### src/rtl/apb_master_bridge_pkg.sv
// Shared definitions for the APB master bridge: FSM state encoding,
// default watchdog limit and counter-width helpers.
package apb_master_bridge_pkg;

  typedef enum logic [1:0] {
    APBM_IDLE   = 2'd0,
    APBM_SETUP  = 2'd1,
    APBM_ACCESS = 2'd2,
    APBM_RESP   = 2'd3
  } apbm_state_e;

  localparam int unsigned DEF_APB_TIMEOUT = 255;

  function automatic int unsigned clog2(input int unsigned value);
    int unsigned result;
    result = 0;
    for (int unsigned v = 1; v < value; v = v << 1) begin
      result++;
    end
    return result;
  endfunction

  // Width of a counter holding 0..limit; never narrower than one bit.
  function automatic int unsigned tmo_cnt_width(input int unsigned limit);
    int unsigned w;
    w = clog2(limit + 1);
    return (w == 0) ? 1 : w;
  endfunction

endpackage

### src/rtl/apb_master_bridge.sv
// Single-outstanding core request to APB master transfer (SETUP/ACCESS),
// with a watchdog that aborts an ACCESS phase stuck on PREADY low.
module apb_master_bridge
  import apb_master_bridge_pkg::*;
#(
  parameter int unsigned BUS_WIDTH  = 16,
  parameter int unsigned DATA_WIDTH = 16,
  parameter int unsigned TIMEOUT    = DEF_APB_TIMEOUT
) (
  input  logic                  clk,
  input  logic                  reset,
  input  logic                  req_valid,
  input  logic                  req_write,
  input  logic [BUS_WIDTH-1:0]  req_addr,
  input  logic [DATA_WIDTH-1:0] req_wdata,
  output logic                  req_ready,
  output logic                  resp_valid,
  output logic [DATA_WIDTH-1:0] resp_rdata,
  output logic                  resp_err,
  output logic [BUS_WIDTH-1:0]  M_PADDR,
  output logic                  M_PWRITE,
  output logic                  M_PSELx,
  output logic                  M_PENABLE,
  output logic [DATA_WIDTH-1:0] M_PWDATA,
  input  logic [DATA_WIDTH-1:0] M_PRDATA,
  input  logic                  M_PREADY
);

  localparam int unsigned     CW       = tmo_cnt_width(TIMEOUT);
  localparam bit              TMO_EN   = (TIMEOUT != 0);
  localparam logic [CW-1:0]   TMO_LAST = CW'((TIMEOUT == 0) ? 0 : TIMEOUT - 1);

  apbm_state_e           r_state;
  logic [CW-1:0]         r_tmo_cnt;
  logic [BUS_WIDTH-1:0]  r_paddr;
  logic                  r_pwrite;
  logic                  r_psel;
  logic                  r_penable;
  logic [DATA_WIDTH-1:0] r_pwdata;
  logic                  r_resp_valid;
  logic [DATA_WIDTH-1:0] r_resp_rdata;
  logic                  r_resp_err;

  always_ff @(posedge clk or negedge reset) begin
    if (!reset) begin
      r_state      <= APBM_IDLE;
      r_tmo_cnt    <= '0;
      r_paddr      <= '0;
      r_pwrite     <= 1'b0;
      r_psel       <= 1'b0;
      r_penable    <= 1'b0;
      r_pwdata     <= '0;
      r_resp_valid <= 1'b0;
      r_resp_rdata <= '0;
      r_resp_err   <= 1'b0;
    end else begin
      unique case (r_state)
        APBM_IDLE: begin
          r_psel    <= 1'b0;
          r_penable <= 1'b0;
          if (req_valid) begin
            r_paddr   <= req_addr;
            r_pwrite  <= req_write;
            r_pwdata  <= req_wdata;
            r_psel    <= 1'b1;
            r_tmo_cnt <= '0;
            r_state   <= APBM_SETUP;
          end
        end
        APBM_SETUP: begin
          r_penable <= 1'b1;
          r_state   <= APBM_ACCESS;
        end
        APBM_ACCESS: begin
          if (M_PREADY) begin
            r_resp_rdata <= r_pwrite ? '0 : M_PRDATA;
            r_resp_err   <= 1'b0;
            r_resp_valid <= 1'b1;
            r_psel       <= 1'b0;
            r_penable    <= 1'b0;
            r_state      <= APBM_RESP;
          end else if (TMO_EN && (r_tmo_cnt == TMO_LAST)) begin
            r_resp_rdata <= '0;
            r_resp_err   <= 1'b1;
            r_resp_valid <= 1'b1;
            r_psel       <= 1'b0;
            r_penable    <= 1'b0;
            r_state      <= APBM_RESP;
          end else if (r_tmo_cnt != '1) begin
            // Saturates so a disabled watchdog can never wrap into a false match.
            r_tmo_cnt <= r_tmo_cnt + 1'b1;
          end
        end
        APBM_RESP: begin
          r_resp_valid <= 1'b0;
          r_resp_err   <= 1'b0;
          r_state      <= APBM_IDLE;
        end
        default: r_state <= APBM_IDLE;
      endcase
    end
  end

  assign req_ready  = (r_state == APBM_IDLE);
  assign resp_valid = r_resp_valid;
  assign resp_rdata = r_resp_rdata;
  assign resp_err   = r_resp_err;
  assign M_PADDR    = r_paddr;
  assign M_PWRITE   = r_pwrite;
  assign M_PSELx    = r_psel;
  assign M_PENABLE  = r_penable;
  assign M_PWDATA   = r_pwdata;

  a_enable_implies_sel: assert property (
    @(posedge clk) disable iff (!reset) r_penable |-> r_psel);

  a_access_stable: assert property (
    @(posedge clk) disable iff (!reset)
    (r_psel && r_penable) |=> ($stable(r_paddr) && $stable(r_pwrite) && $stable(r_pwdata)));

endmodule

### config.mk
export PLATFORM = sky130hd
export DESIGN_NAME = apb_master_bridge
export DESIGN_NICKNAME = d
export VERILOG_FILES = /design/src/rtl/apb_master_bridge_pkg.sv /design/src/rtl/apb_master_bridge.sv
export SDC_FILE = /design/constraint.sdc
export NUM_CORES = 1
export LEC_CHECK = 0
export ABC_AREA = 1
export ABC_CLOCK_PERIOD_IN_PS = 3250
export BUFFER_PORTS_ARGS = -buffer_cell sky130_fd_sc_hd__buf_2
export CAP_MARGIN = 20
export CELL_PAD_IN_SITES_DETAIL_PLACEMENT = 0
export CELL_PAD_IN_SITES_GLOBAL_PLACEMENT = 1
export CORE_MARGIN = 3
export CORE_UTILIZATION = 35
export CTS_CLUSTER_DIAMETER = 100
export DETAILED_ROUTE_END_ITERATION = 10
export PLACE_DENSITY_LB_ADDON = 0.1
export RECOVER_POWER = 50
export SYNTH_ARGS = -nofsm -noshare
export SYNTH_HDL_FRONTEND = slang
export SYNTH_SLANG_ARGS = --single-unit
### constraint.sdc
create_clock -name clk -period 3.25 [get_ports clk]
set_clock_uncertainty 0.2 [all_clocks]
set_input_delay 0.65 -clock clk [delete_from_list [all_inputs] [get_ports clk]]
set_output_delay 0.65 -clock clk [all_outputs]
set_load 0.01 [all_outputs]
==> run_results.csv <==
group,metric,value,unit
outcome,run_status,"complete, but fails checks",
outcome,failed_checks,"capacitance limit, slew limit",
route,wl_per_cell,12.9,um
cts,cts_root_buf,"clkbuf_8",
global_route,antenna_found_initial,0,
sta,max_freq,0.423,GHz
synth,synth_cells,273,
cts,clock_latency,0.33,ns
synth,synth_ff_type,"dfrtp_1",
global_route,grt-ovfl-total,0,
synth,ys_seq_elements,63,
route,drcViolationCount,0,
synth,ys_seq_area_share,56.1,%
cts,clk_pin_slew,0.06,ns
global_route,track_usage,14.3,%
floorplanning,die_area,9140,um2
synth,synth_mux_area_share,12.8,%
synth,synth_top_family_by_area,"simple AND/OR/NAND/NOR gates",
synth,syn-num-nets,333,
synth,synth_xor_area_share,0,%
critical_path,cp_top_family,"buffers and inverters",
critical_path,end_kind,"async pin",
critical_path,crit_type,"in2async",
route,wl,6300,um
global_route,grt_pass1_vias,2134,
critical_path,cp_common_cell,"clkbuf_1",
synth,syn_area,2810,um2
floorplanning,core_region_area,7770,um2
power_and_ir_drop,power_density,890,nW/um2
run,max_cap_violations,1,
min_path,hp-class,"reg2reg",
sta,setup_viol,0,
critical_path,crit_path_max_incr_delay,1.12,ns
critical_path,slowest_stage,"clkbuf_1",
cts,cts_setup_buffers,0,
critical_path,critPathRequiredTime,3.40,ns
synth,ys_warn_count,0,
sta,rsz0062_at_grt,"no",
synth,yosys.area_share.adder,3.12,%
sta,finalHoldViolations,0,
cells_and_area,drive_above_1_share,35.3,%
floorplanning,num_rows,32,
cells_and_area,insertedDiodeCount,0,
cells_and_area,finalCoreUtilization,46.2,%
critical_path,start_kind,"primary input",
route,vias,2229,
placement,dp_hpwl,4630,um
critical_path,critPathMaxFanout,30,
sta,fin_tns_setup,0,ns
synth,ys_types,23,
placement,portBuffers,106,
critical_path,cp_num_buf_inv,2,
critical_path,crit_chain,"clkbuf_1 > clkbuf_1",
route,ant_nets,0,
synth,synth-edff-count,0,
power_and_ir_drop,peakVddDrop,0.319,mV
sta,worst-slew-pin-transition,1.59,ns
cts,cts-buffers-inserted,9,
synth,async_flop_share,100,%
cts,cts_tree,"done",
sta,slew_headroom,-5.72,%
synth,yosys.area_share.simple,20.4,%
synth,syn_area_per_cell,10.3,um2
synth,synth_compound_area_share,2.54,%
route,dr.pass1.iters,4,
cts,cts.repair.resized,0,
placement,place_congestion,0.757,
cts,ctsLongestPathBuffers,2,
cts,htreeDepth,3,
route,first_iter_violations,71,
power_and_ir_drop,p_leak,0.00182,uW
cells_and_area,fin_nets,443,
global_route,grt_start_max_net_pins,35,
floorplanning,fp.dieW,95.6,um
global_route,grt_pass1_wl,10100,um
floorplanning,initial_core_util,36.2,%
route,vias_per_cell,4.55,
cells_and_area,areaGrowthSynthToFinish,27.8,%
cts,cts.sinks,63,
floorplanning,dieHeight,95.6,um
sta,period_needed,2.37,ns
sta,min_period_over_period,72.8,%
floorplanning,ios,107,
cts,cts-hold-fix-buffers,0,
sta,drv_slew,31,
critical_path,arrival,2.52,ns
final timing paths:
check / startpoint / to / slack [ns] / depth (start not counted)
max: reset / M_PADDR[14] / 0.88 / 2
min: resp_rdata[9] / resp_rdata[9] / 0.27 / 2
max reg2reg: r_state[0] / r_tmo_cnt[7] / 1.01 / 6
min reg2reg: resp_rdata[9] / resp_rdata[9] / 0.27 / 2
max in group clk: r_state[0] / r_tmo_cnt[7] / 1.01 / 6
min in group asynchronous: reset / M_PWDATA[8] / 0.51 / 1
worst register-to-register path: cells and delay by family (launching register included):
| family | cells | cell delay (ns) |
|---|---|---|
| AND/OR/NAND/NOR | 2 | 0.44 |
| flip-flops | 1 | 0.40 |
| buffers and inverters | 2 | 0.46 |
| adder cells (fa/ha/maj) | 1 | 0.45 |
| AO/OA/AOI/OAI | 1 | 0.16 |
metal layers:
| layer | part of all wire (%) | wire [um] | up-vias | global-route usage (%) |
|---|---|---|---|---|
| met2 | 47 | 2970 | 62 | 22.4 |
| met1 | 44 | 2800 | 1039 | 18.7 |
| li1 | - | - | 1119 | - |
| met4 | 1.6 | 99 | 0 | 6.40 |
| met3 | 6.9 | 434 | 9 | 3.55 |
| met5 | 0 | 0 | - | 0 |
power by group:
group	total, uW	switching, uW	internal, uW
clock network	673	297	375
registers	1270	160	1110
logic	1250	720	530
cell families after synthesis:
logic type,Yosys count
muxes,32
and+or+nand+nor,126
buffers and inverters,31
AOI/OAI and AO/OA,14
adders and majority gates,7
DFF,63
sequential cells by signal (all words and copies together), names as in the netlist:
register / flops
M_PADDR: 16
M_PWDATA: 16
resp_rdata: 16
r_tmo_cnt: 8
r_state: 2
M_PENABLE: 1
M_PSELx: 1
M_PWRITE: 1
resp_err: 1
resp_valid: 1
area by class of cell:
class | count | area (um2)
multi-input cells | 179 | 1090
flip-flops and latches | 63 | 1580
clock inverters | 5 | 56.3
well taps | 102 | 128
inverters | 20 | 75.1
clock buffers | 11 | 141
fillers | 822 | 4180
repair buffers | 110 | 519
cell usage in the layout, fill, tap and decap left out, types with 2 or more instances in the layout:
cell	netlist	layout
nor2_1	12	12
buf_4	2	2
clkinv_2	0	2
nor2_4	2	2
clkbuf_1	2	30
nand2_2	4	4
nand4_1	17	17
mux2_2	32	32
o21ai_1	3	3
clkbuf_8	0	10
a21oi_1	4	4
dfrtp_1	63	63
buf_2	6	78
nor3_1	2	2
nand2_1	73	73
nand3_1	14	14
inv_1	18	18
ha_1	7	7
o21ai_0	6	6
stage by stage:
stage | hold WS [ns] | instance area (um2) | std cells | total power (uW) | worst slack, ns
floorplan | 0.154 | 2810 | 273 | 2110 | 1.49
global placement | 0.249 | 3430 | 474 | 2590 | 0.998
detailed placement | 0.253 | 3430 | 474 | 2610 | 0.978
CTS | 0.161 | 3630 | 490 | 3290 | 0.980
global route | 0.282 | 3590 | 490 | 3460 | 0.413
finish | 0.270 | 3590 | 490 | 3190 | 0.885
synthesized netlist by cell type (2+ instances only):
master,instances,area (um2)
nand2_1,73,274
dfrtp_1,63,1580
mux2_2,32,360
inv_1,18,67.6
nand4_1,17,106
nand3_1,14,70.1
nor2_1,12,45.0
ha_1,7,87.6
buf_2,6,30.0
o21ai_0,6,30.0
a21oi_1,4,20.0
nand2_2,4,25.0
o21ai_1,3,15.0
buf_4,2,15.0
clkbuf_1,2,7.51
nor2_4,2,22.5
nor3_1,2,10.0
Note: power is estimated with default switching activity, not from simulation.
